<file path="src/rtl/imem_loader_pkg.sv">
// Shared types and constants for the boot-time instruction-memory loader.
package imem_loader_pkg;

    localparam int unsigned BYTE_W         = 8;
    localparam int unsigned WORD_W         = 32;
    localparam int unsigned LEN_W          = 16;
    localparam int unsigned BYTES_PER_WORD = 4;

    localparam logic [BYTE_W-1:0] SYNC_DEFAULT = 8'hA5;

    typedef enum logic [2:0] {
        IDLE,
        LEN_HI,
        LEN_LO,
        DATA,
        CHECK,
        DONE,
        ERROR
    } state_t;

    // True while a frame is being received (header, payload or checksum).
    function automatic logic in_frame(input state_t s);
        return (s == LEN_HI) || (s == LEN_LO) || (s == DATA) || (s == CHECK);
    endfunction

    // True in every state that takes bytes from the stream.
    function automatic logic accepts_bytes(input state_t s);
        return (s == IDLE) || in_frame(s);
    endfunction

endpackage

</file>
<file path="src/rtl/imem_loader_byte_packer.sv">
// Packs big-endian bytes into 32-bit words and flags the byte that completes a word.
module byte_packer
    import imem_loader_pkg::*;
(
    input  logic              clk,
    input  logic              rst_n,
    input  logic              clear,
    input  logic              shift_en,
    input  logic [BYTE_W-1:0] byte_in,
    output logic [WORD_W-1:0] word_c,
    output logic              word_done_c
);

    localparam int unsigned CNT_W = $clog2(BYTES_PER_WORD);
    localparam int unsigned SR_W  = WORD_W - BYTE_W;

    logic [CNT_W-1:0] cnt;
    logic [SR_W-1:0]  sr;

    // The current byte lands in the low lane, earlier bytes move up.
    assign word_c      = {sr, byte_in};
    assign word_done_c = shift_en && (cnt == CNT_W'(BYTES_PER_WORD - 1));

    // Byte position counter and shift register of the bytes seen so far.
    always_ff @(posedge clk or negedge rst_n) begin
        if (!rst_n) begin
            cnt <= '0;
            sr  <= '0;
        end else if (clear) begin
            cnt <= '0;
            sr  <= '0;
        end else if (shift_en) begin
            cnt <= cnt + CNT_W'(1);
            sr  <= word_c[SR_W-1:0];
        end
    end

endmodule

</file>
<file path="src/rtl/imem_loader.sv">
// Boot loader: receives a framed byte stream, writes code memory, releases the core.
module imem_loader
    import imem_loader_pkg::*;
#(
    parameter int unsigned       ADDR_W     = 10,
    parameter int unsigned       START_ADDR = 0,
    parameter logic [BYTE_W-1:0] SYNC       = SYNC_DEFAULT
) (
    input  logic              clk,
    input  logic              rst_n,
    input  logic              start,
    input  logic [BYTE_W-1:0] in_data,
    input  logic              in_valid,
    output logic              in_ready,
    output logic              mem_we,
    output logic [ADDR_W-1:0] mem_addr,
    output logic [WORD_W-1:0] mem_wdata,
    output logic              cpu_en,
    output logic              busy,
    output logic              err
);

    // One extra index bit so a full-memory load is counted without wrapping.
    localparam int unsigned IDX_W    = ADDR_W + 1;
    localparam int unsigned CAPACITY = (32'd1 << ADDR_W) - START_ADDR;

    state_t state;
    state_t state_nxt;

    logic [BYTE_W-1:0] len_hi;
    logic [LEN_W-1:0]  len;
    logic [IDX_W-1:0]  idx;
    logic [BYTE_W-1:0] chk;

    logic              accept_c;
    logic              shift_en_c;
    logic              pack_clear_c;
    logic              rearm_c;
    logic              last_word_c;
    logic [LEN_W-1:0]  len_in_c;
    logic [WORD_W-1:0] word_c;
    logic              word_done_c;

    assign accept_c     = in_valid && in_ready;
    assign shift_en_c   = accept_c && (state == DATA);
    assign pack_clear_c = (state == IDLE);
    assign rearm_c      = start && ((state == DONE) || (state == ERROR));
    assign len_in_c     = {len_hi, in_data};
    assign last_word_c  = ((32'(idx) + 32'd1) == 32'(len));

    byte_packer u_packer (
        .clk         (clk),
        .rst_n       (rst_n),
        .clear       (pack_clear_c),
        .shift_en    (shift_en_c),
        .byte_in     (in_data),
        .word_c      (word_c),
        .word_done_c (word_done_c)
    );

    // State register.
    always_ff @(posedge clk or negedge rst_n) begin
        if (!rst_n) begin
            state <= IDLE;
        end else begin
            state <= state_nxt;
        end
    end

    // Next-state logic: header parse, range check, payload count, checksum verdict.
    always_comb begin
        state_nxt = state;
        case (state)
            IDLE: begin
                if (accept_c && (in_data == SYNC)) begin
                    state_nxt = LEN_HI;
                end
            end
            LEN_HI: begin
                if (accept_c) begin
                    state_nxt = LEN_LO;
                end
            end
            LEN_LO: begin
                if (accept_c) begin
                    if (32'(len_in_c) > CAPACITY) begin
                        state_nxt = ERROR;
                    end else if (len_in_c == '0) begin
                        state_nxt = CHECK;
                    end else begin
                        state_nxt = DATA;
                    end
                end
            end
            DATA: begin
                if (word_done_c && last_word_c) begin
                    state_nxt = CHECK;
                end
            end
            CHECK: begin
                if (accept_c) begin
                    state_nxt = (in_data == chk) ? DONE : ERROR;
                end
            end
            DONE, ERROR: begin
                if (start) begin
                    state_nxt = IDLE;
                end
            end
            default: begin
                state_nxt = IDLE;
            end
        endcase
    end

    // Frame datapath: word count capture, payload checksum and word index.
    always_ff @(posedge clk or negedge rst_n) begin
        if (!rst_n) begin
            len_hi <= '0;
            len    <= '0;
            idx    <= '0;
            chk    <= '0;
        end else if (rearm_c) begin
            idx <= '0;
            chk <= '0;
        end else if (accept_c) begin
            case (state)
                LEN_HI: len_hi <= in_data;
                LEN_LO: len    <= len_in_c;
                DATA: begin
                    chk <= chk ^ in_data;
                    if (word_done_c) begin
                        idx <= idx + IDX_W'(1);
                    end
                end
                default: ;
            endcase
        end
    end

    // Status outputs registered from the next state so they track it cycle-exactly.
    always_ff @(posedge clk or negedge rst_n) begin
        if (!rst_n) begin
            in_ready <= 1'b0;
            busy     <= 1'b0;
            cpu_en   <= 1'b0;
            err      <= 1'b0;
        end else begin
            in_ready <= accepts_bytes(state_nxt);
            busy     <= in_frame(state_nxt);
            cpu_en   <= (state_nxt == DONE);
            err      <= (state_nxt == ERROR);
        end
    end

    // Memory write port: one-cycle strobe, address and data held until the next write.
    always_ff @(posedge clk or negedge rst_n) begin
        if (!rst_n) begin
            mem_we    <= 1'b0;
            mem_addr  <= ADDR_W'(START_ADDR);
            mem_wdata <= '0;
        end else begin
            mem_we <= word_done_c;
            if (word_done_c) begin
                mem_addr  <= ADDR_W'(START_ADDR + 32'(idx));
                mem_wdata <= word_c;
            end
        end
    end

endmodule

</file>
<file path="config.mk">
export PLATFORM = sky130hd
export DESIGN_NAME = imem_loader
export DESIGN_NICKNAME = d
export VERILOG_FILES = /design/src/rtl/imem_loader_pkg.sv /design/src/rtl/imem_loader_byte_packer.sv /design/src/rtl/imem_loader.sv
export SDC_FILE = /design/constraint.sdc
export NUM_CORES = 1
export LEC_CHECK = 0
export ABC_AREA = 1
export BUFFER_PORTS_ARGS = -buffer_cell sky130_fd_sc_hd__buf_2
export CAP_MARGIN = 15
export CORE_MARGIN = 8
export CORE_UTILIZATION = 63
export CTS_BUF_LIST = sky130_fd_sc_hd__clkbuf_16
export CTS_CLUSTER_DIAMETER = 30
export DETAILED_ROUTE_END_ITERATION = 10
export GPL_TIMING_DRIVEN = 0
export PLACE_DENSITY = 0.85
export SLEW_MARGIN = 20
export SYNTH_ARGS = -nofsm -noshare
export SYNTH_HDL_FRONTEND = slang
export SYNTH_HIERARCHICAL = 1
export SYNTH_SLANG_ARGS = --single-unit
</file>
<file path="constraint.sdc">
create_clock -name clk -period 6.6 [get_ports clk]
set_input_delay 1.32 -clock clk [delete_from_list [all_inputs] [get_ports clk]]
set_output_delay 1.32 -clock clk [all_outputs]
set_load 0.03 [all_outputs]
</file>
==> results of run 1 <==
## sequential cells by signal (all words and copies together) (netlist names)
register and count:
mem_wdata 32, u_packer/sr 24, len 16, idx 11, mem_addr 10, chk 8
len_hi 8, state 3, u_packer/cnt 2, busy 1, cpu_en 1, err 1
in_ready 1, mem_we 1
## kinds of logic after synthesis
kind of cell,after synthesis,share of synthesized area
compound gates,52,0.0515
xor+xnor,9,0.0142
fa+ha+maj,2,0.00452
buf+inv,74,0.0655
flops,119,0.538
mux,37,0.0753
simple gates,293,0.251
## per-layer routing
layer  up-vias  GRT usage  routed length [um]
met2       190      0.381                6290
met5         -          0                   0
li1       2079          -                   -
met4         0     0.0839                 265
met1      2150      0.298                5610
met3        29     0.0645                 925
## worst max-delay path, delay by kind of cell
| family | cells | cell delay [ns] |
|---|---|---|
| buffers and inverters | 8 | 2.16 |
| AND/OR/NAND/NOR | 3 | 0.41 |
| multiplexers | 1 | 0.42 |
## cell type report
type | count | area, sq um | area share
Sequential cell | 119 | 2980 | 0.451
Clock inverter | 15 | 185 | 0.0280
Inverter | 48 | 183 | 0.0277
Tap cell | 108 | 135 | 0.0205
Clock buffer | 17 | 425 | 0.0644
Buffer | 26 | 180 | 0.0273
Timing Repair Buffer | 59 | 324 | 0.0491
Multi-Input combinational cell | 393 | 2200 | 0.332
## through the flow
step            util  std cells  setup slack, ns  hold WS, ns  total power, mW
2_1_floorplan      -        586             3.15        0.436             1.41
3_3_place_gp   0.690        752             2.42        0.453             1.54
3_5_place_dp   0.694        753             2.32        0.464             1.57
4_1_cts        0.765        785             2.65        0.478             2.54
5_1_grt        0.765        785             2.44        0.502             2.68
6_report       0.765        785             2.57        0.480             2.54
## worst max-delay path by stage
stage	slack, ns	endpoint	depth (start not counted)
detailed placement	2.32	mem_wdata[19]$_DFFE_PN0P_	12
CTS	2.65	mem_wdata[19]$_DFFE_PN0P_	12
floorplan	3.15	mem_wdata[10]$_DFFE_PN0P_	11
finish	2.57	mem_wdata[19]$_DFFE_PN0P_	12
global route	2.44	mem_wdata[19]$_DFFE_PN0P_	12
global placement	2.42	mem_wdata[18]$_DFFE_PN0P_	12
## synthesized netlist by cell type
library cell	count	area share
sky130_fd_sc_hd__nand2_1	156	0.11
sky130_fd_sc_hd__dfrtp_1	119	0.54
sky130_fd_sc_hd__nand3_1	48	0.043
sky130_fd_sc_hd__inv_1	42	0.028
sky130_fd_sc_hd__nor2_1	38	0.026
sky130_fd_sc_hd__mux2_2	37	0.075
sky130_fd_sc_hd__o21ai_0	31	0.028
sky130_fd_sc_hd__nand3_2	22	0.040
sky130_fd_sc_hd__a21oi_1	11	0.0099
sky130_fd_sc_hd__clkbuf_1	10	0.0068
sky130_fd_sc_hd__buf_4	8	0.011
sky130_fd_sc_hd__buf_6	7	0.014
sky130_fd_sc_hd__nand4_1	7	0.0079
sky130_fd_sc_hd__o22ai_1	7	0.0079
sky130_fd_sc_hd__nand2_2	6	0.0068
sky130_fd_sc_hd__nor2_2	6	0.0068
sky130_fd_sc_hd__xnor2_1	6	0.0095
sky130_fd_sc_hd__inv_2	4	0.0027
sky130_fd_sc_hd__nand3b_1	4	0.0054
sky130_fd_sc_hd__nor3_1	3	0.0027
sky130_fd_sc_hd__xor2_1	3	0.0047
sky130_fd_sc_hd__ha_1	2	0.0045
sky130_fd_sc_hd__a32o_1	1	0.0018
sky130_fd_sc_hd__buf_1	1	0.00068
sky130_fd_sc_hd__clkinv_1	1	0.00068
sky130_fd_sc_hd__inv_4	1	0.0011
sky130_fd_sc_hd__nor2_4	1	0.0020
sky130_fd_sc_hd__nor2_8	1	0.0036
sky130_fd_sc_hd__nor4_1	1	0.0011
sky130_fd_sc_hd__o21ai_1	1	0.00090
sky130_fd_sc_hd__o21ai_4	1	0.0029
## cells in the final DEF (no fill, tap or decap), types with 10 or more instances in the layout
cell,Yosys,routed
sky130_fd_sc_hd__nand2_1,156,156
sky130_fd_sc_hd__dfrtp_1,119,119
sky130_fd_sc_hd__buf_2,0,57
sky130_fd_sc_hd__nand3_1,48,48
sky130_fd_sc_hd__inv_1,42,43
sky130_fd_sc_hd__nor2_1,38,38
sky130_fd_sc_hd__mux2_2,37,37
sky130_fd_sc_hd__o21ai_0,31,31
sky130_fd_sc_hd__nand3_2,22,22
sky130_fd_sc_hd__clkbuf_16,0,17
sky130_fd_sc_hd__a21oi_1,11,11
sky130_fd_sc_hd__clkbuf_1,10,10
## report_power, final
group	total (mW)	switching (mW)	internal (mW)
clock network	0.952	0.326	0.626
registers	0.943	0.0992	0.843
logic	0.648	0.424	0.224
==> tab_implementation.tex, run 1 <==
\begin{tabular}{lr}
\hline
Metric & Value \\
\hline
\multicolumn{2}{l}{\textbf{Finish}} \\
Share of post-route cells with drive strength above 1 & 0.270 \\
Area Overhead vs Synth & 19.3\% \\
Filler Cells Inserted & 564 \\
Antenna diodes & 0 \\
Number of nets at the end of the flow & 678 \\
Post-layout instance area & 6610 sq um \\
\multicolumn{2}{l}{\textbf{Critical path}} \\
FF-to-FF path depth & 11 \\
Series of cell instances along the critical path & buf\_2, nand2\_1, inv\_1, nand2\_1, clkinv\_1, buf\_6, buf\_6, nand2\_1, inv\_1, clkbuf\_1, clkbuf\_1, mux2\_2 \\
Kind of start point of the critical path & input port \\
Most used cell along the critical path & sky130\_fd\_sc\_hd\_\_nand2\_1 \\
Worst setup path start & in\_valid \\
Peak fanout along the critical path & 10 \\
Endpoint of the worst register-to-register path & mem\_wdata[19]\$\_DFFE\_PN0P\_ \\
Largest stage delay on the critical path & 0.54 ns \\
Worst Setup End Kind & register \\
Worst path arrival time & 4.31 ns \\
Setup slack on the worst flop-to-flop path & 3.00 ns \\
Data required time at the worst endpoint & 6.88 ns \\
Slowest cell on crit path & sky130\_fd\_sc\_hd\_\_clkbuf\_1 \\
Class of the most critical setup path & in2reg \\
Critical R2R Launch & state[0]\$\_DFF\_PN0\_ \\
\multicolumn{2}{l}{\textbf{Min path}} \\
Cell depth of the worst min-delay path & 2 \\
Type of the most critical hold path & reg2reg \\
Hold path start & u\_packer/sr[19]\$\_DFFE\_PN0P\_ \\
Endpoint, Worst Hold & u\_packer/sr[19]\$\_DFFE\_PN0P\_ \\
\multicolumn{2}{l}{\textbf{Outcome}} \\
Outcome & complete, no violations \\
\multicolumn{2}{l}{\textbf{Global route}} \\
Number of global-route vias before repair & 4,542 \\
Combined global-route utilization of all metal layers & 0.235 \\
Largest net degree at the start of global routing & 61 \\
Global-route wire length before repair & 22,000 um \\
Initial antenna violation count & 0 \\
Total overflow reported by the global router & 0 \\
\multicolumn{2}{l}{\textbf{Pwr}} \\
Worst vdd rail ir drop & 0.229 mV \\
Power density over the cells & 385 nW/um\^{}2 \\
Lkg Pwr & 3.48 nW \\
\multicolumn{2}{l}{\textbf{Timing}} \\
Final Hold Fails & 0 \\
Share of the clock period used by the worst path after layout & 0.611 \\
Worst Tran Pin Value & 0.663 ns \\
Worst rel slew slack & 0.558 \\
Final-layout setup total negative slack & 0 ns \\
Highest clock rate & 248 MHz \\
Final setup viols & 0 \\
Setup clock skew after layout & 0.00853 ns \\
Unrepaired setup endpoints after global routing & no \\
Final critical delay including setup and external delays & 4.03 ns \\
Slew Limit Fails & 0 \\
\multicolumn{2}{l}{\textbf{Clocking}} \\
Inserted Clock Buffers & 17 \\
Buffer count from post-CTS setup fixing & 0 \\
Clock tree from TritonCTS & done \\
CTS Root Buffer Type & sky130\_fd\_sc\_hd\_\_clkbuf\_16 \\
Clock sink count & 119 \\
Clock-pin transition on the worst setup and hold timing paths & 0.05 ns \\
Total of hold buffers inserted after clock tree synthesis & 0 \\
Max H-tree Level & 4 \\
Worst skew pair latency & 0.41 ns \\
Number of cells upsized or downsized after cts & 0 \\
Max clock buf depth & 2 \\
\multicolumn{2}{l}{\textbf{Synth}} \\
Synthesized area divided by synthesized cell count & 9.45 sq um \\
Number of instances in the synthesized netlist & 586 \\
Register bit count reported by yosys & 119 \\
Synth unique cells & 31 \\
Warnings, synthesis & 6 \\
Syn Std Cell Area & 5540 sq um \\
Fraction of the yosys area taken by sequential cells & 0.538 \\
Net Count, Synth & 600 \\
\multicolumn{2}{l}{\textbf{Die}} \\
Starting utilization of the core area & 0.641 \\
Die boundary height & 110 um \\
Die ar. & 12,000 sq um \\
Core area & 8640 sq um \\
Top-level port count & 59 \\
Row Count & 34 \\
Die width & 110 um \\
\multicolumn{2}{l}{\textbf{Placement}} \\
Half-perimeter wire length after detailed placement & 8780 um \\
\# port buffers & 58 \\
Global placer's final weighted congestion & 0.856 \\
Placed cell area & 6000 sq um \\
\multicolumn{2}{l}{\textbf{Routing}} \\
First drt pass iteration count & 5 \\
1st-iter DRT viols & 310 \\
Post-detailed-route via-to-cell ratio & 5.67 \\
Total via count after detailed routing & 4,448 \\
Avg WL per Cell & 16.7 um \\
Aggregate routed wire length & 13,100 um \\
Number of remaining DRC errors & 0 \\
Remaining antenna violation count after routing & 0 \\
\multicolumn{2}{l}{\textbf{Run}} \\
Max-cap violations & 0 \\
\hline
\end{tabular}
(Power assumes the default switching activity.)
==> run 2: changes to the inputs <==
ABC_AREA = 0   (was 1)
CORE_UTILIZATION = 59   (was 63)
PLACE_DENSITY = 0.8   (was 0.85)
clock period = 4 ns   (was 6.6 ns; I/O delays follow)
==> run 2 against run 1 <==
First-iteration DRC count shrank 41%. Routed wire length decreased by 6.6%. Core utilization shrank 4.5 points. Synthesized area down 0.45%. Design area is 0.21% lower. Sequential power grew 78%. Sequential share of layout area up 0.094 points. Power is 75% higher. Sequential cell count did not move. Non-clock buffer count grew 5. Critical path type is now reg2reg.
==> tab_implementation.tex, run 2 <==
\begin{tabular}{lr}
\hline
Metric & Value \\
\hline
\multicolumn{2}{l}{\textbf{Synth}} \\
EDFF count, synth & 0 (unchanged) \\
Dominant register cell in the synthesized netlist & sky130\_fd\_sc\_hd\_\_dfrtp\_1 \\
Synthesized area divided by synthesized cell count & 12.0 sq um (+27\%) \\
Number of instances in the synthesized netlist & 458 (-22\%) \\
Most used standard cells in the synthesized netlist & 119 x sky130\_fd\_sc\_hd\_\_dfrtp\_1, 66 x sky130\_fd\_sc\_hd\_\_mux2\_2, 51 x sky130\_fd\_sc\_hd\_\_nor2\_1 \\
Top post-synthesis cells by area & sky130\_fd\_sc\_hd\_\_dfrtp\_1 54\%, sky130\_fd\_sc\_hd\_\_mux2\_2 13\%, sky130\_fd\_sc\_hd\_\_mux2i\_1 5.4\% \\
Top-count cell post-synth & sky130\_fd\_sc\_hd\_\_dfrtp\_1 \\
Area fraction of the dominant cell type after synthesis & 0.540 (+0.00244) \\
Synth area leader & sky130\_fd\_sc\_hd\_\_dfrtp\_1 \\
Synth unique cells & 54 (+74\%) \\
Fraction of registers with async set/reset & 1.00 (unchanged) \\
Register bit count reported by yosys & 119 (unchanged) \\
Fraction of the yosys area taken by sequential cells & 0.540 (+0.00244) \\
Syn Std Cell Area & 5510 sq um (-0.45\%) \\
Warnings, synthesis & 6 (unchanged) \\
Net Count, Synth & 472 (-21\%) \\
\multicolumn{2}{l}{\textbf{Die}} \\
Row Count & 35 (+2.9\%) \\
Core area & 9150 sq um (+6.0\%) \\
Top-level port count & 59 (unchanged) \\
Die boundary height & 113 um (+2.6\%) \\
Starting utilization of the core area & 0.602 (-0.0389) \\
Die ar. & 12,700 sq um (+5.4\%) \\
Die width & 113 um (+2.6\%) \\
\multicolumn{2}{l}{\textbf{Timing}} \\
Highest clock rate & 273 MHz \\
Setup clock skew after layout & 0.0109 ns (+0.00238 ns) \\
Slew Limit Fails & 0 (unchanged) \\
Final critical delay including setup and external delays & 3.67 ns \\
Worst Tran Pin Value & 0.721 ns (+0.0578 ns) \\
Share of the clock period used by the worst path after layout & 0.917 \\
Final Hold Fails & 0 (unchanged) \\
Unrepaired setup endpoints after global routing & no \\
Worst rel slew slack & 0.515 (-0.0429) \\
Final setup viols & 0 (unchanged) \\
Final-layout setup total negative slack & 0 ns (unchanged) \\
\multicolumn{2}{l}{\textbf{Critical path}} \\
Worst path arrival time & 3.94 ns (-0.37 ns) \\
Class of the most critical setup path & reg2reg \\
Data required time at the worst endpoint & 4.27 ns (-2.61 ns) \\
Kind of start point of the critical path & register \\
Worst Setup End Kind & register \\
Peak fanout along the critical path & 10 (unchanged) \\
\multicolumn{2}{l}{\textbf{Finish}} \\
Share of post-route cells with drive strength above 1 & 0.341 (+0.0703) \\
Register with the highest flop count & mem\_wdata \\
Number of flip-flops under the largest register name & 32 (unchanged) \\
Commonest non-fill, non-tap cells in the layout & 119 x sky130\_fd\_sc\_hd\_\_dfrtp\_1, 66 x sky130\_fd\_sc\_hd\_\_mux2\_2, 60 x sky130\_fd\_sc\_hd\_\_buf\_2 \\
Top flop regs & mem\_wdata (32), u\_packer/sr (24), len (16) \\
Area Overhead vs Synth & 19.6\% \\
Antenna diodes & 0 (unchanged) \\
Most common cell after layout, fill and taps aside & sky130\_fd\_sc\_hd\_\_dfrtp\_1 \\
Post-layout instance area & 6590 sq um (-0.21\%) \\
Non-filler cells in the finished layout & 660 (-16\%) \\
Filler Cells Inserted & 619 (+9.8\%) \\
Number of nets at the end of the flow & 550 (-19\%) \\
\multicolumn{2}{l}{\textbf{Placement}} \\
Half-perimeter wire length after detailed placement & 8160 um (-7.0\%) \\
Dpl cells & 628 (-17\%) \\
Placed cell area & 5970 sq um (-0.35\%) \\
Global placer's final weighted congestion & 0.866 (+1.1\%) \\
\# port buffers & 58 (unchanged) \\
\multicolumn{2}{l}{\textbf{Routing}} \\
Avg WL per Cell & 18.5 um (+11\%) \\
Total via count after detailed routing & 3,839 (-14\%) \\
Remaining antenna violation count after routing & 0 (unchanged) \\
1st-iter DRT viols & 183 (-41\%) \\
First drt pass iteration count & 5 (unchanged) \\
Aggregate routed wire length & 12,200 um (-6.6\%) \\
Post-detailed-route via-to-cell ratio & 5.82 (+2.7\%) \\
Number of remaining DRC errors & 0 (unchanged) \\
\multicolumn{2}{l}{\textbf{Clocking}} \\
Buffer count from post-CTS setup fixing & 0 (unchanged) \\
Max clock buf depth & 2 (unchanged) \\
Clock sink count & 119 (unchanged) \\
Inserted Clock Buffers & 17 (unchanged) \\
Worst skew pair latency & 0.42 ns (about the same) \\
Clock-pin transition on the worst setup and hold timing paths & 0.06 ns (about the same) \\
CTS Root Buffer Type & sky130\_fd\_sc\_hd\_\_clkbuf\_16 \\
Max H-tree Level & 4 (unchanged) \\
Clock tree from TritonCTS & done \\
\multicolumn{2}{l}{\textbf{Global route}} \\
Global-route wire length before repair & 20,500 um (-6.7\%) \\
Combined global-route utilization of all metal layers & 0.205 (-0.0308) \\
Number of global-route vias before repair & 4,054 (-11\%) \\
Initial antenna violation count & 0 (unchanged) \\
Largest net degree at the start of global routing & 85 (+39\%) \\
Total overflow reported by the global router & 0 (unchanged) \\
\multicolumn{2}{l}{\textbf{Min path}} \\
Type of the most critical hold path & in2async \\
\multicolumn{2}{l}{\textbf{Pwr}} \\
Power density over the cells & 674 nW/um\^{}2 (+75\%) \\
Worst vdd rail ir drop & 0.388 mV (+69\%) \\
Lkg Pwr & 3.12 nW (-10\%) \\
\multicolumn{2}{l}{\textbf{Run}} \\
Max-cap violations & 0 (unchanged) \\
\multicolumn{2}{l}{\textbf{Outcome}} \\
Outcome & complete, no violations \\
\hline
\end{tabular}
## run 2: cell types whose count changed in the layout (fill, tap and decap cells not counted), moves of 9 or more
cell,delta
sky130_fd_sc_hd__nand3_1,-45
sky130_fd_sc_hd__nand3_2,-21
sky130_fd_sc_hd__inv_1,-39
sky130_fd_sc_hd__xor2_1,+13
sky130_fd_sc_hd__nand2_1,-130
sky130_fd_sc_hd__mux2i_1,+30
sky130_fd_sc_hd__xnor2_1,+9
sky130_fd_sc_hd__nor2_1,+13
sky130_fd_sc_hd__o21ai_0,-12
sky130_fd_sc_hd__mux2_2,+29
## run 2: kinds of logic (layout without fill, tap and decap cells)
| family | after synthesis | in the layout | share of synthesized area |
|---|---|---|---|
| multiplexers | 96 | 96 | 0.189 |
| buffers and inverters | 35 | 126 | 0.0427 |
| AO/OA/AOI/OAI | 43 | 43 | 0.0495 |
| XOR/XNOR | 31 | 31 | 0.0493 |
| AND/OR/NAND/NOR | 132 | 132 | 0.124 |
| adder cells (fa/ha/maj) | 2 | 2 | 0.00454 |
| flip-flops | 119 | 119 | 0.540 |
## run 2: layout make-up
cell class | count | area [sq um] | area share
inverters | 4 | 15.0 | 0.00228
repair buffers | 59 | 324 | 0.0492
clock inverters | 15 | 191 | 0.0290
flip-flops and latches | 119 | 2980 | 0.452
well taps | 111 | 139 | 0.0211
plain buffers | 31 | 221 | 0.0336
multi-input cells | 304 | 2300 | 0.349
clock buffers | 17 | 425 | 0.0645
## run 2: stage by stage
stage | power (mW) | hold slack, ns | utilization | setup WS [ns]
5_1_grt | 4.63 | 0.300 | 0.720 | 0.138
6_report | 4.44 | 0.269 | 0.720 | 0.331
2_1_floorplan | 2.51 | 0.468 | - | 0.985
4_1_cts | 4.48 | 0.281 | 0.720 | 0.241
3_5_place_dp | 2.89 | 0.490 | 0.653 | 0.00248
3_3_place_gp | 2.82 | 0.484 | 0.649 | 0.0851
## run 2: critical path: stages, from the launching register on
cell	delay, ns
sky130_fd_sc_hd__dfrtp_1	0.36
sky130_fd_sc_hd__buf_4	0.17
sky130_fd_sc_hd__nand3b_1	0.22
sky130_fd_sc_hd__nor2_1	0.31
sky130_fd_sc_hd__clkbuf_2	0.37
sky130_fd_sc_hd__buf_6	0.23
sky130_fd_sc_hd__buf_12	0.16
sky130_fd_sc_hd__and2_1	0.15
sky130_fd_sc_hd__clkbuf_1	0.42
sky130_fd_sc_hd__nand4_1	0.15
sky130_fd_sc_hd__nor2_1	0.22
sky130_fd_sc_hd__o2111ai_1	0.15
sky130_fd_sc_hd__nor4_1	0.39
sky130_fd_sc_hd__o21ai_0	0.21
## run 2: routing by layer
layer | routed length, um | global-route usage | share of wire | up-vias
met5 | 0 | 0 | 0 | -
met4 | 182 | 0.0827 | 0.015 | 0
met3 | 685 | 0.0542 | 0.056 | 17
met2 | 6110 | 0.332 | 0.50 | 131
met1 | 5250 | 0.254 | 0.43 | 1922
li1 | - | - | - | 1769
## run 2: final timing paths
| kind | from | endpoint | slack [ns] | cells after the start |
|---|---|---|---|---|
| setup / recovery | state[2]$_DFF_PN0_ | state[0]$_DFF_PN0_ | 0.33 | 13 |
| hold / removal | rst_n | mem_wdata[18]$_DFFE_PN0P_ | 0.27 | 1 |
| setup reg to reg | state[2]$_DFF_PN0_ | state[0]$_DFF_PN0_ | 0.33 | 13 |
| hold reg to reg | mem_addr[7]$_DFFE_PN0P_ | mem_addr[7]$_DFFE_PN0P_ | 0.50 | 1 |
| max in group asynchronous | rst_n | mem_addr[6]$_DFFE_PN0P_ | 3.01 | 2 |
| min in group clk | mem_addr[7]$_DFFE_PN0P_ | mem_addr[7]$_DFFE_PN0P_ | 0.50 | 1 |
## run 2: power by group
group | internal, mW | switching [mW] | total [mW]
Combinational | 0.455 | 0.727 | 1.18
Sequential | 1.49 | 0.194 | 1.68
Clock | 0.993 | 0.584 | 1.58
Total | 2.94 | 1.50 | 4.44
## run 2: what timing repair did
action	CTS	global route
gates resized for setup	0	2
endpoints found under the setup margin	0	6
hold buffers	0	0
==> run 3: changes to the inputs <==
CAP_MARGIN = 40   (was 15)
CORE_ASPECT_RATIO = 0.6   (was not set)
==> run 3 against run 2 <==
First-iteration DRC count up 81%. Critical path depth down 1. Core utilization down 0.14 points. Sequential share of layout area up 0.24 points. Cell count up 0.61%. Non-clock buffer count down 1. Sequential cell count unchanged. Count of clock-buffer cells in the layout unchanged. Routed wire length up 4.2%. Clock skew down 0.0053 ns. Global-route usage up 0.72 points. Design area down 0.53%.
==> tab_implementation.tex, run 3 (same netlist as run 2, synthesis figures left out) <==
\begin{tabular}{lr}
\hline
Metric & Value \\
\hline
\multicolumn{2}{l}{\textbf{Finish}} \\
Register with the highest flop count & mem\_wdata \\
Share of post-route cells with drive strength above 1 & 0.338 (-0.00303) \\
Top flop regs & mem\_wdata (32), u\_packer/sr (24), len (16) \\
Number of flip-flops under the largest register name & 32 (unchanged) \\
Antenna diodes & 0 (unchanged) \\
Core Util, Final & 0.719 (-0.00137) \\
Commonest non-fill, non-tap cells in the layout & 119 x sky130\_fd\_sc\_hd\_\_dfrtp\_1, 66 x sky130\_fd\_sc\_hd\_\_mux2\_2, 60 x sky130\_fd\_sc\_hd\_\_buf\_2 \\
Post-layout instance area & 6560 sq um (-0.53\%) \\
Area Overhead vs Synth & 19.0\% \\
Number of nets at the end of the flow & 549 (-0.18\%) \\
Most common cell after layout, fill and taps aside & sky130\_fd\_sc\_hd\_\_dfrtp\_1 \\
Non-filler cells in the finished layout & 664 (+0.61\%) \\
\multicolumn{2}{l}{\textbf{Critical path}} \\
Worst path arrival time & 3.95 ns (about the same) \\
Worst setup path start & state[2]\$\_DFF\_PN0\_ \\
Critical R2R Launch & state[2]\$\_DFF\_PN0\_ \\
Class of the most critical setup path & reg2reg \\
Setup slack on the worst flop-to-flop path & 0.34 ns (about the same) \\
Data required time at the worst endpoint & 4.29 ns (+0.02 ns) \\
Worst Setup End Kind & register \\
FF-to-FF path depth & 12 (-1) \\
Peak fanout along the critical path & 11 (+1) \\
Kind of start point of the critical path & register \\
Endpoint of the worst register-to-register path & idx[4]\$\_DFFE\_PN0P\_ \\
\multicolumn{2}{l}{\textbf{Clocking}} \\
Worst skew pair latency & 0.41 ns (about the same) \\
Max H-tree Level & 4 (unchanged) \\
Inserted Clock Buffers & 17 (unchanged) \\
Number of cells upsized or downsized after cts & 0 (unchanged) \\
Clock-pin transition on the worst setup and hold timing paths & 0.06 ns (about the same) \\
Clock tree from TritonCTS & done \\
Max clock buf depth & 2 (unchanged) \\
Clock sink count & 119 (unchanged) \\
CTS Root Buffer Type & sky130\_fd\_sc\_hd\_\_clkbuf\_16 \\
Total of hold buffers inserted after clock tree synthesis & 0 (unchanged) \\
\multicolumn{2}{l}{\textbf{Timing}} \\
Worst Tran Pin Value & 0.819 ns (+0.0984 ns) \\
Share of the clock period used by the worst path after layout & 0.916 (-0.00125) \\
Highest clock rate & 273 MHz (+0.14\%) \\
Worst rel slew slack & 0.449 (-0.0662) \\
Final critical delay including setup and external delays & 3.66 ns (-0.00500 ns) \\
Setup clock skew after layout & 0.00561 ns (-0.00529 ns) \\
Final setup viols & 0 (unchanged) \\
Unrepaired setup endpoints after global routing & no \\
Final hold slack & 0.307 ns (+0.0376 ns) \\
Minimum setup slack in the final design & 0.336 ns (+0.00500 ns) \\
Final-layout setup total negative slack & 0 ns (unchanged) \\
Slew Limit Fails & 0 (unchanged) \\
Final Hold Fails & 0 (unchanged) \\
\multicolumn{2}{l}{\textbf{Die}} \\
Die ar. & 12,800 sq um (+0.80\%) \\
Die width & 141 um (+25\%) \\
Top-level port count & 59 (unchanged) \\
Starting utilization of the core area & 0.604 (+0.00207) \\
Die boundary height & 90.9 um (-19\%) \\
Row Count & 27 (-23\%) \\
Core area & 9120 sq um (-0.34\%) \\
\multicolumn{2}{l}{\textbf{Pwr}} \\
Internal cell power & 2.86 mW (-2.7\%) \\
Net switching component of the power & 1.50 mW (-0.61\%) \\
Switching share of power & 0.343 (+0.00481) \\
Proportion of power drawn by flip-flops and latches & 0.385 (+0.006) \\
Combinational share of power & 0.276 (+0.010) \\
Post-layout total power & 4.35 mW (-2.0\%) \\
Worst vdd rail ir drop & 0.497 mV (+28\%) \\
Clock network fraction of design power & 0.339 (-0.016) \\
Lkg Pwr & 3.08 nW (-1.0\%) \\
Power density over the cells & 664 nW/um\^{}2 (-1.5\%) \\
\multicolumn{2}{l}{\textbf{Global route}} \\
Global-route wire length before repair & 21,100 um (+2.9\%) \\
Total overflow reported by the global router & 0 (unchanged) \\
Largest net degree at the start of global routing & 77 (-9.4\%) \\
Number of global-route vias before repair & 4,081 (+0.67\%) \\
Initial antenna violation count & 0 (unchanged) \\
Combined global-route utilization of all metal layers & 0.212 (+0.00717) \\
\multicolumn{2}{l}{\textbf{Placement}} \\
Dpl cells & 633 (+0.80\%) \\
Post-placement worst setup slack & -0.0510 ns (-0.0534 ns) \\
Placed cell area & 5980 sq um (+0.10\%) \\
Global placer's final weighted congestion & 0.872 (+0.74\%) \\
Half-perimeter wire length after detailed placement & 8620 um (+5.6\%) \\
\# port buffers & 58 (unchanged) \\
\multicolumn{2}{l}{\textbf{Min path}} \\
Type of the most critical hold path & in2async \\
\multicolumn{2}{l}{\textbf{Routing}} \\
Avg WL per Cell & 19.2 um (+3.5\%) \\
Remaining antenna violation count after routing & 0 (unchanged) \\
Total via count after detailed routing & 3,883 (+1.1\%) \\
First drt pass iteration count & 5 (unchanged) \\
Aggregate routed wire length & 12,700 um (+4.2\%) \\
Post-detailed-route via-to-cell ratio & 5.85 (+0.54\%) \\
Number of remaining DRC errors & 0 (unchanged) \\
1st-iter DRT viols & 332 (+81\%) \\
\multicolumn{2}{l}{\textbf{Run}} \\
Max-cap violations & 0 (unchanged) \\
\multicolumn{2}{l}{\textbf{Outcome}} \\
Outcome & complete, no violations \\
\hline
\end{tabular}
## run 3: cell types whose count changed in the layout (fill, tap and decap cells not counted)
cell / change
sky130_fd_sc_hd__bufinv_16: -1
sky130_fd_sc_hd__clkbuf_2: -1
sky130_fd_sc_hd__clkinv_1: +1
sky130_fd_sc_hd__clkinv_2: +1
sky130_fd_sc_hd__clkinv_4: +1
sky130_fd_sc_hd__clkinvlp_4: +3
sky130_fd_sc_hd__inv_6: -4
sky130_fd_sc_hd__inv_8: -1
## run 3: repair_timing
| action | CTS | global route |
|---|---|---|
| endpoints found under the hold margin | 0 | 0 |
| setup buffers | 0 | 0 |
| endpoints found under the setup margin | 0 | 9 |
## run 3: worst max path at each step
stage / end / slack [ns] / cells past startpoint
5_1_grt: idx[2]$_DFFE_PN0P_ / 0.09 / 12
2_1_floorplan: state[2]$_DFF_PN0_ / 0.98 / 12
6_report: idx[4]$_DFFE_PN0P_ / 0.34 / 12
4_1_cts: idx[4]$_DFFE_PN0P_ / 0.25 / 13
3_5_place_dp: idx[9]$_DFFE_PN0P_ / -0.05 / 13
3_3_place_gp: idx[7]$_DFFE_PN0P_ / 0.06 / 13
## run 3: cell type report
class,instances,area [sq um]
Buffer,30,216
Inverter,4,15.0
Timing Repair Buffer,59,324
Clock buffer,17,425
Multi-Input combinational cell,304,2300
Clock inverter,15,155
Fill cell,623,2560
Tap cell,116,145
Sequential cell,119,2980
## run 3: metal layers
metal,wire length [um],part of all wire,GRT usage,vias to the layer above
met5,0,0,0,-
met4,201,0.016,0.0792,0
met3,888,0.070,0.0633,18
met2,5750,0.45,0.321,135
met1,5900,0.46,0.281,1967
li1,-,-,-,1763
## run 3: power groups by stage
stage                     clock, mW  sequential [mW]  combinational (mW)
final                          1.48             1.68                1.20
after global routing           1.55             1.71                1.29
after CTS                      1.49             1.68                1.22
after detailed placement          0             1.69                1.20
after global placement            0             1.67                1.16
after floorplan                   0             2.03               0.474
## run 3: critical path: stages, from the launching register on
cell                       delay, ns
sky130_fd_sc_hd__dfrtp_1        0.36
sky130_fd_sc_hd__buf_4          0.17
sky130_fd_sc_hd__nand3b_1       0.24
sky130_fd_sc_hd__nor2_1         0.21
sky130_fd_sc_hd__clkbuf_1       0.47
sky130_fd_sc_hd__buf_6          0.27
sky130_fd_sc_hd__buf_12         0.16
sky130_fd_sc_hd__and2_1         0.50
sky130_fd_sc_hd__and2_1         0.21
sky130_fd_sc_hd__clkbuf_1       0.33
sky130_fd_sc_hd__nor2_1         0.26
sky130_fd_sc_hd__o21ai_0        0.26
sky130_fd_sc_hd__o31ai_1        0.09
